===== config.mk =====
export PLATFORM = sky130hd
export DESIGN_NAME = stage3_execute
export DESIGN_NICKNAME = d
export VERILOG_FILES = /design/src/rtl/stage3_execute.sv
export SDC_FILE = /design/constraint.sdc
export NUM_CORES = 2
export LEC_CHECK = 0
export CORE_UTILIZATION = 65
export CTS_BUF_LIST = sky130_fd_sc_hd__clkbuf_4
export DETAILED_ROUTE_END_ITERATION = 16
export MAX_ROUTING_LAYER = met4
export PLACE_DENSITY = 0.91
export SLEW_MARGIN = 40
export SYNTH_ARGS = -nofsm -noshare
export SYNTH_HDL_FRONTEND = slang
export SYNTH_SLANG_ARGS = --single-unit

===== constraint.sdc =====
create_clock -name clk -period 9.3 [get_ports clk]
set_clock_uncertainty 0.15 [all_clocks]
set_input_delay 2.79 -clock clk [delete_from_list [all_inputs] [get_ports clk]]
set_output_delay 2.79 -clock clk [all_outputs]
set_load 0.02 [all_outputs]

===== src/rtl/stage3_execute.sv =====
// RV32IM execute stage: single-cycle ALU/branch/address paths plus a 32-step
// restoring divider that stalls upstream via ex_busy, registered into EX/MEM.
module stage3_execute #(
    parameter logic [31:0] NOP_INSTR = 32'h00000013,
    parameter int unsigned DIV_STEPS = 32
) (
    input  logic        clk,
    input  logic        reset,
    input  logic        flush,
    input  logic        id_ex_valid,
    input  logic [31:0] id_ex_ir,
    input  logic [31:0] id_ex_pc,
    input  logic [31:0] id_ex_a,
    input  logic [31:0] id_ex_b,
    input  logic [31:0] id_ex_imm,
    output logic        ex_busy,
    output logic        ex_mem_valid,
    output logic [31:0] ex_mem_ir,
    output logic [31:0] ex_mem_alu_output,
    output logic [31:0] ex_mem_b,
    output logic        ex_mem_load_inst,
    output logic        ex_mem_store_inst,
    output logic        branch_taken,
    output logic [31:0] branch_target
);
    typedef enum logic [1:0] {S_IDLE, S_DIV, S_DONE} state_t;

    localparam logic [6:0] OPC_OP     = 7'b0110011;
    localparam logic [6:0] OPC_OPIMM  = 7'b0010011;
    localparam logic [6:0] OPC_LOAD   = 7'b0000011;
    localparam logic [6:0] OPC_STORE  = 7'b0100011;
    localparam logic [6:0] OPC_LUI    = 7'b0110111;
    localparam logic [6:0] OPC_AUIPC  = 7'b0010111;
    localparam logic [6:0] OPC_JAL    = 7'b1101111;
    localparam logic [6:0] OPC_JALR   = 7'b1100111;
    localparam logic [6:0] OPC_BRANCH = 7'b1100011;

    state_t      state_q;
    logic [4:0]  cnt_q;
    logic [31:0] quo_q, rem_q, dvs_q, div_ir_q;
    logic        neg_q_q, neg_r_q, want_rem_q;

    logic        valid_q, load_q, store_q, taken_q;
    logic [31:0] ir_q, alu_q, b_q, target_q;

    logic [6:0]  opcode, funct7;
    logic [2:0]  funct3;
    logic        is_m, is_div, div_signed, div_want_rem, div_by_zero, div_ovf, div_start;
    logic [31:0] op_b, alu_d, target_d, a_mag, b_mag;
    logic        taken_d;
    logic [4:0]  shamt;
    logic signed [31:0] sra_res;
    logic [63:0] mul_a, mul_b, mul_p;
    logic [32:0] rem_sh, rem_diff;
    logic [31:0] rem_d, quo_d, quo_fix, rem_fix;

    assign opcode       = id_ex_ir[6:0];
    assign funct3       = id_ex_ir[14:12];
    assign funct7       = id_ex_ir[31:25];
    assign is_m         = (opcode == OPC_OP) && (funct7 == 7'b0000001);
    assign is_div       = is_m && funct3[2];
    assign div_signed   = !funct3[0];
    assign div_want_rem = funct3[1];
    assign div_by_zero  = (id_ex_b == '0);
    assign div_ovf      = div_signed && (id_ex_a == 32'h80000000) && (id_ex_b == '1);
    assign div_start    = (state_q == S_IDLE) && id_ex_valid && !flush && is_div
                          && !div_by_zero && !div_ovf;
    assign ex_busy      = reset && ((state_q == S_DIV) || div_start);

    assign op_b    = (opcode == OPC_OP) ? id_ex_b : id_ex_imm;
    assign shamt   = op_b[4:0];
    assign sra_res = $signed(id_ex_a) >>> shamt;

    // One 64-bit multiplier; operand extension selects MULH/MULHSU/MULHU, low half is MUL.
    assign mul_a = {{32{id_ex_a[31] & (funct3 == 3'b001 || funct3 == 3'b010)}}, id_ex_a};
    assign mul_b = {{32{id_ex_b[31] & (funct3 == 3'b001)}}, id_ex_b};
    assign mul_p = mul_a * mul_b;

    assign a_mag = (div_signed && id_ex_a[31]) ? (~id_ex_a + 32'd1) : id_ex_a;
    assign b_mag = (div_signed && id_ex_b[31]) ? (~id_ex_b + 32'd1) : id_ex_b;

    assign rem_sh   = {rem_q, quo_q[31]};
    assign rem_diff = rem_sh - {1'b0, dvs_q};
    assign rem_d    = rem_diff[32] ? rem_sh[31:0] : rem_diff[31:0];
    assign quo_d    = {quo_q[30:0], !rem_diff[32]};
    assign quo_fix  = neg_q_q ? (~quo_q + 32'd1) : quo_q;
    assign rem_fix  = neg_r_q ? (~rem_q + 32'd1) : rem_q;

    always_comb begin
        alu_d    = '0;
        taken_d  = 1'b0;
        target_d = '0;
        case (opcode)
            OPC_OP, OPC_OPIMM: begin
                if (is_m) begin
                    case (funct3)
                        3'b000:                   alu_d = mul_p[31:0];
                        3'b001, 3'b010, 3'b011:   alu_d = mul_p[63:32];
                        // Only the divide corner cases reach here as single-cycle ops.
                        default: alu_d = div_by_zero ? (div_want_rem ? id_ex_a : '1)
                                                     : (div_want_rem ? '0 : 32'h80000000);
                    endcase
                end else begin
                    case (funct3)
                        3'b000: alu_d = (opcode == OPC_OP && funct7[5]) ? id_ex_a - op_b
                                                                          : id_ex_a + op_b;
                        3'b001: alu_d = id_ex_a << shamt;
                        3'b010: alu_d = {31'd0, $signed(id_ex_a) < $signed(op_b)};
                        3'b011: alu_d = {31'd0, id_ex_a < op_b};
                        3'b100: alu_d = id_ex_a ^ op_b;
                        3'b101: alu_d = funct7[5] ? sra_res : (id_ex_a >> shamt);
                        3'b110: alu_d = id_ex_a | op_b;
                        default: alu_d = id_ex_a & op_b;
                    endcase
                end
            end
            OPC_LOAD, OPC_STORE: alu_d = id_ex_a + id_ex_imm;
            OPC_LUI:             alu_d = id_ex_imm;
            OPC_AUIPC:           alu_d = id_ex_pc + id_ex_imm;
            OPC_JAL: begin
                alu_d    = id_ex_pc + 32'd4;
                taken_d  = 1'b1;
                target_d = id_ex_pc + id_ex_imm;
            end
            OPC_JALR: begin
                alu_d    = id_ex_pc + 32'd4;
                taken_d  = 1'b1;
                target_d = (id_ex_a + id_ex_imm) & ~32'd1;
            end
            OPC_BRANCH: begin
                target_d = id_ex_pc + id_ex_imm;
                case (funct3)
                    3'b000:  taken_d = (id_ex_a == id_ex_b);
                    3'b001:  taken_d = (id_ex_a != id_ex_b);
                    3'b100:  taken_d = ($signed(id_ex_a) < $signed(id_ex_b));
                    3'b101:  taken_d = ($signed(id_ex_a) >= $signed(id_ex_b));
                    3'b110:  taken_d = (id_ex_a < id_ex_b);
                    3'b111:  taken_d = (id_ex_a >= id_ex_b);
                    default: taken_d = 1'b0;
                endcase
            end
            default: alu_d = '0;
        endcase
    end

    always_ff @(posedge clk or negedge reset) begin
        if (!reset) begin
            state_q    <= S_IDLE;
            cnt_q      <= '0;
            quo_q      <= '0;
            rem_q      <= '0;
            dvs_q      <= '0;
            div_ir_q   <= '0;
            neg_q_q    <= 1'b0;
            neg_r_q    <= 1'b0;
            want_rem_q <= 1'b0;
            valid_q    <= 1'b0;
            ir_q       <= NOP_INSTR;
            alu_q      <= '0;
            b_q        <= '0;
            load_q     <= 1'b0;
            store_q    <= 1'b0;
            taken_q    <= 1'b0;
            target_q   <= '0;
        end else begin
            valid_q  <= 1'b0;
            ir_q     <= NOP_INSTR;
            alu_q    <= '0;
            b_q      <= '0;
            load_q   <= 1'b0;
            store_q  <= 1'b0;
            taken_q  <= 1'b0;
            target_q <= '0;
            case (state_q)
                S_IDLE: begin
                    if (div_start) begin
                        state_q    <= S_DIV;
                        cnt_q      <= '0;
                        quo_q      <= a_mag;
                        rem_q      <= '0;
                        dvs_q      <= b_mag;
                        div_ir_q   <= id_ex_ir;
                        neg_q_q    <= div_signed && (id_ex_a[31] ^ id_ex_b[31]);
                        neg_r_q    <= div_signed && id_ex_a[31];
                        want_rem_q <= div_want_rem;
                    end else if (id_ex_valid && !flush) begin
                        valid_q  <= 1'b1;
                        ir_q     <= id_ex_ir;
                        alu_q    <= alu_d;
                        b_q      <= id_ex_b;
                        load_q   <= (opcode == OPC_LOAD);
                        store_q  <= (opcode == OPC_STORE);
                        taken_q  <= taken_d;
                        target_q <= target_d;
                    end
                end
                S_DIV: begin
                    if (flush) begin
                        state_q <= S_IDLE;
                    end else begin
                        quo_q <= quo_d;
                        rem_q <= rem_d;
                        cnt_q <= cnt_q + 5'd1;
                        if (cnt_q == 5'(DIV_STEPS - 1)) state_q <= S_DONE;
                    end
                end
                default: begin
                    state_q <= S_IDLE;
                    if (!flush) begin
                        valid_q <= 1'b1;
                        ir_q    <= div_ir_q;
                        alu_q   <= want_rem_q ? rem_fix : quo_fix;
                    end
                end
            endcase
        end
    end

    assign ex_mem_valid      = valid_q;
    assign ex_mem_ir         = ir_q;
    assign ex_mem_alu_output = alu_q;
    assign ex_mem_b          = b_q;
    assign ex_mem_load_inst  = load_q;
    assign ex_mem_store_inst = store_q;
    assign branch_taken      = taken_q;
    assign branch_target     = target_q;
endmodule


==> out/qor.csv, run 1 <==
metric,value,unit
outcome,aborted with a tool error,
haltStage,global routing (5_1_grt),
toolErrorMsg,[ERROR GRT-0232] Routing congestion too high. Check the congestion heatmap in the GUI.,
cts_made_buffers,66,
fp.dieH,324.4,µm
clock-sinks,269,
worst_endpoint,ex_mem_alu_output[30]$_DFF_PN0_/D,
worst-ep-kind,sequential cell input,
ys_types,93,
port_buffers,296,
synthFlopType,dfrtp_1,
synth_edf_count,0,
cts_root_buf,clkbuf_4,
start_util,65.93,%
gp_congestion,1.284,
postCtsHoldBufs,0,
syn_inst,8296,
grt_max_degree,93,
ys_seq_area_share,9.969,%
synth_nets,10069,
ctsLongestPathBuffers,3,
dp_hpwl,257300,µm
pre_cts_slack,-2.116,ns
placed_cells,10331,
ios,297,
ys_seq_elements,269,
avgSynthCellArea,8.144,µm²
yosys_warnings,0,
cts_htree_levels,3,
synth_top_area_cell,fa_1,
grtUsageTotal,90.41,%
die_w,324.4,µm
row_count,117,
synthTopCellsByArea,"fa_1 33%, dfrtp_1 9.9%, ha_1 8.9%, inv_1 7.6%, nand2_1 6.6%",
gr-total-overflow,1027,
synth.top_cell.area_share,33.48,%
synthArstFlopShare,100.0,%
netlist_area,67560,µm²
[kinds of logic after synthesis]
group / count (synthesis) / share of synthesized area (%)
XOR/XNOR: 311 / 4.032
buffers and inverters: 1905 / 10.61
adder cells (fa/ha/maj): 1609 / 42.36
AO/OA/AOI/OAI: 1648 / 15.83
multiplexers: 96 / 1.452
flip-flops: 269 / 9.969
AND/OR/NAND/NOR: 2458 / 15.75
[stage by stage]
stage	instance area (µm²)	setup TNS, ns
after global placement	77990	-50.36
after floorplan	68720	-25.29
after detailed placement	78070	-57.29
after CTS	81710	-9.220
[Yosys cell counts (31+ instances only)]
library cell / n
mux2i_1: 80
fa_1: 1130
nor3_1: 120
nor2_1: 641
o211ai_1: 90
a22oi_1: 42
and3_1: 38
a21oi_1: 391
a211oi_1: 62
nand2_1: 1182
xnor2_1: 222
nor2b_1: 45
buf_1: 106
a21o_1: 128
o21bai_1: 33
and2_1: 33
nand2b_1: 45
nand3_1: 157
inv_1: 1368
o21ai_0: 427
nand4_1: 45
o31ai_1: 51
or3_1: 31
dfrtp_1: 266
o21a_1: 38
ha_1: 479
nor4_1: 32
a31oi_1: 50
clkbuf_1: 391
xor2_1: 89
[layer usage]
metal,GRT overflow,GRT usage [%]
met4,270,87.39
met3,99,82.16
met1,111,89.55
met2,547,99.02
met5,-,-
[repair_timing]
| action | in CTS |
|---|---|
| setup endpoints to repair | 33 |
| resized for setup | 479 |
| cloned | 8 |
| buffers inserted | 126 |
| pin swaps | 278 |
==> run 2, diff against run 1 <==
==> config.mk (replaced) <==
export PLATFORM = sky130hd
export DESIGN_NAME = stage3_execute
export DESIGN_NICKNAME = d
export VERILOG_FILES = /design/src/rtl/stage3_execute.sv
export SDC_FILE = /design/constraint.sdc
export NUM_CORES = 2
export LEC_CHECK = 0
export CORE_UTILIZATION = 40
export DETAILED_ROUTE_END_ITERATION = 16
export PLACE_DENSITY_LB_ADDON = 0.15
export SLEW_MARGIN = 40
export SYNTH_ARGS = -nofsm -noshare
export SYNTH_HDL_FRONTEND = slang
export SYNTH_SLANG_ARGS = --single-unit
==> run 2 against run 1 <==
  * The flow now finishes, with violations (setup timing)
  * Synthesized cell count unchanged
  * Area after synthesis stayed put
==> out/qor.csv, run 2 <==
metric,value,unit
cpMaxStageDelayCell,fa_2,
rsz0062_at_grt,yes,
cts_made_buffers,30,
wirelength,348600,µm
crit_top_cell,fa_1,
critical_path_buf_inv_count,15,
die-area,170500,µm²
outcome,finished with violations,
hp-class,flip-flop to flip-flop,
cap_violations,0,
crit_path_start_kind,input port,
clk_pin_slew,0.07,ns
finalSetupViolations,32,
slowest_delay,0.62,ns
critical_path.top_delay_family,adder cells,
drc,0,
initialDrtViolationCount,6967,
clock_latency,0.65,ns
clock-sinks,269,
finalHoldViolCount,0,
final.setup.worst_slack,-0.7894,ns
min_period_over_period,108.5,%
synthTopCellsByArea,"fa_1 33%, dfrtp_1 9.9%, ha_1 8.9%, inv_1 7.6%, nand2_1 6.6%",
port_buffers,296,
cp_data_arrival_time,10.43,ns
antenna_found_initial,36,
avgViaCountPerCell,5.861,
ios,297,
gr-total-overflow,0,
synthTopCellsByCount,"1368 x inv_1, 1182 x nand2_1, 1130 x fa_1, 641 x nor2_1, 479 x ha_1",
syn2layout_area_growth,25.25,%
tightestPinTransition,0.9469,ns
yosys_warnings,0,
violations,setup timing,
synthArstFlopShare,100.0,%
dp_hpwl,282300,µm
grtUsageTotal,40.32,%
netlist_area,67560,µm²
max_freq,0.09911,GHz
cts_htree_levels,1,
yosysMostFrequentCell,inv_1,
slew_violations,0,
grt_pass1_wl,488800,µm
cts_root_buf,clkbuf_16,
synth_nets,10069,
fp.dieH,413.0,µm
synthFlopType,dfrtp_1,
synth_top_area_cell,fa_1,
first_pass_iters,7,
relSlewSlack,35.06,%
syn_inst,8296,
grt_pass1_vias,66455,
ctsLongestPathBuffers,3,
ant_nets,0,
row_count,150,
period_minus_slack,10.09,ns
die_w,413.0,µm
timing.rr.start,quo_q[31],
crit_type,input port to flip-flop,
cts_tree,done,
postCtsHoldBufs,0,
holdCritStartpoint,div_ir_q[1],
gp_congestion,1.074,
whs,0.3191,ns
start_util,40.36,%
synth.top_cell.area_share,33.48,%
core,167400,µm²
drive_above_1_share,17.89,%
avgSynthCellArea,8.144,µm²
synth_edf_count,0,
crit_fanout,5,
route.detailed.wl_per_inst,30.53,µm
cp.required,9.64,ns
nNetsFinal,10937,
ys_seq_area_share,9.969,%
worstSetupStartpoint,id_ex_ir[13],
grt_max_degree,93,
vias,66938,
layout_commonest_cell,inv_1,
cp-end-kind,flip-flop,
final_cell_mix,"1304 x inv_1, 1138 x nand2_1, 1071 x fa_1, 863 x buf_4, 607 x nor2_1",
ys_seq_elements,269,
ys_types,93,
## run 2: logic make-up (layout without fill, tap and decap cells)
logic type	after synthesis	after routing	synth area share, %
AO/OA/AOI/OAI	1648	1648	15.83
XOR/XNOR	311	311	4.032
adder cells (fa/ha/maj)	1609	1609	42.36
buffers and inverters	1905	2797	10.61
flip-flops	269	269	9.969
multiplexers	96	96	1.452
other	0	29	0
AND/OR/NAND/NOR	2458	2458	15.75
## run 2: final timing paths
check                                   endpoint  slack (ns)  cells past startpoint
max                        ex_mem_alu_output[28]       -0.79                     34
min                                  div_ir_q[1]        0.32                      1
max reg2reg                            rem_q[22]        4.46                     16
min reg2reg                          div_ir_q[1]        0.32                      1
max in group asynchronous           ex_mem_b[18]        5.51                      3
min in group asynchronous      branch_target[22]        1.90                      1
## run 2: layout make-up
type	instances	area (µm²)
diodes	29	72.57
clock buffers	38	830.8
clock inverters	18	267.8
fillers	16296	82800
inverters	1396	5370
multi-input cells	6122	55850
flip-flops and latches	269	6739
well taps	2204	2758
repair buffers	1343	12700
repair inverters	2	25.02
## run 2: repair_timing
item | in CTS | in global routing
gates resized for setup | 464 | 204
cloned | 11 | 2
buffers inserted | 94 | 50
endpoints found under the setup margin | 33 | 33
pin swaps | 204 | 152
## run 2: metal layers
metal | global-route usage [%] | share of wire, %
met1 | 53.54 | 40
met2 | 60.22 | 43
met3 | 8.427 | 10
met4 | 24.35 | 7.4
met5 | 0 | 0.026
## run 2: stage by stage
stage               setup slack, ns  utilization (%)  cell area [µm²]  TNS (ns)  cells
floorplan                    -1.267                -            68720    -25.29   8296
global placement             -2.285            47.48            79490    -64.29  11190
detailed placement           -2.330            47.58            79660    -64.80  11195
CTS                         -0.6737            49.79            83350    -14.89  11346
global route                -0.9876            50.51            84560    -24.15  11399
finish                      -0.7894            50.54            84610    -17.96  11421
Power of run 2 is not shown: default switching activity piles up to over one toggle a cycle in this logic, so the estimate is an artifact.
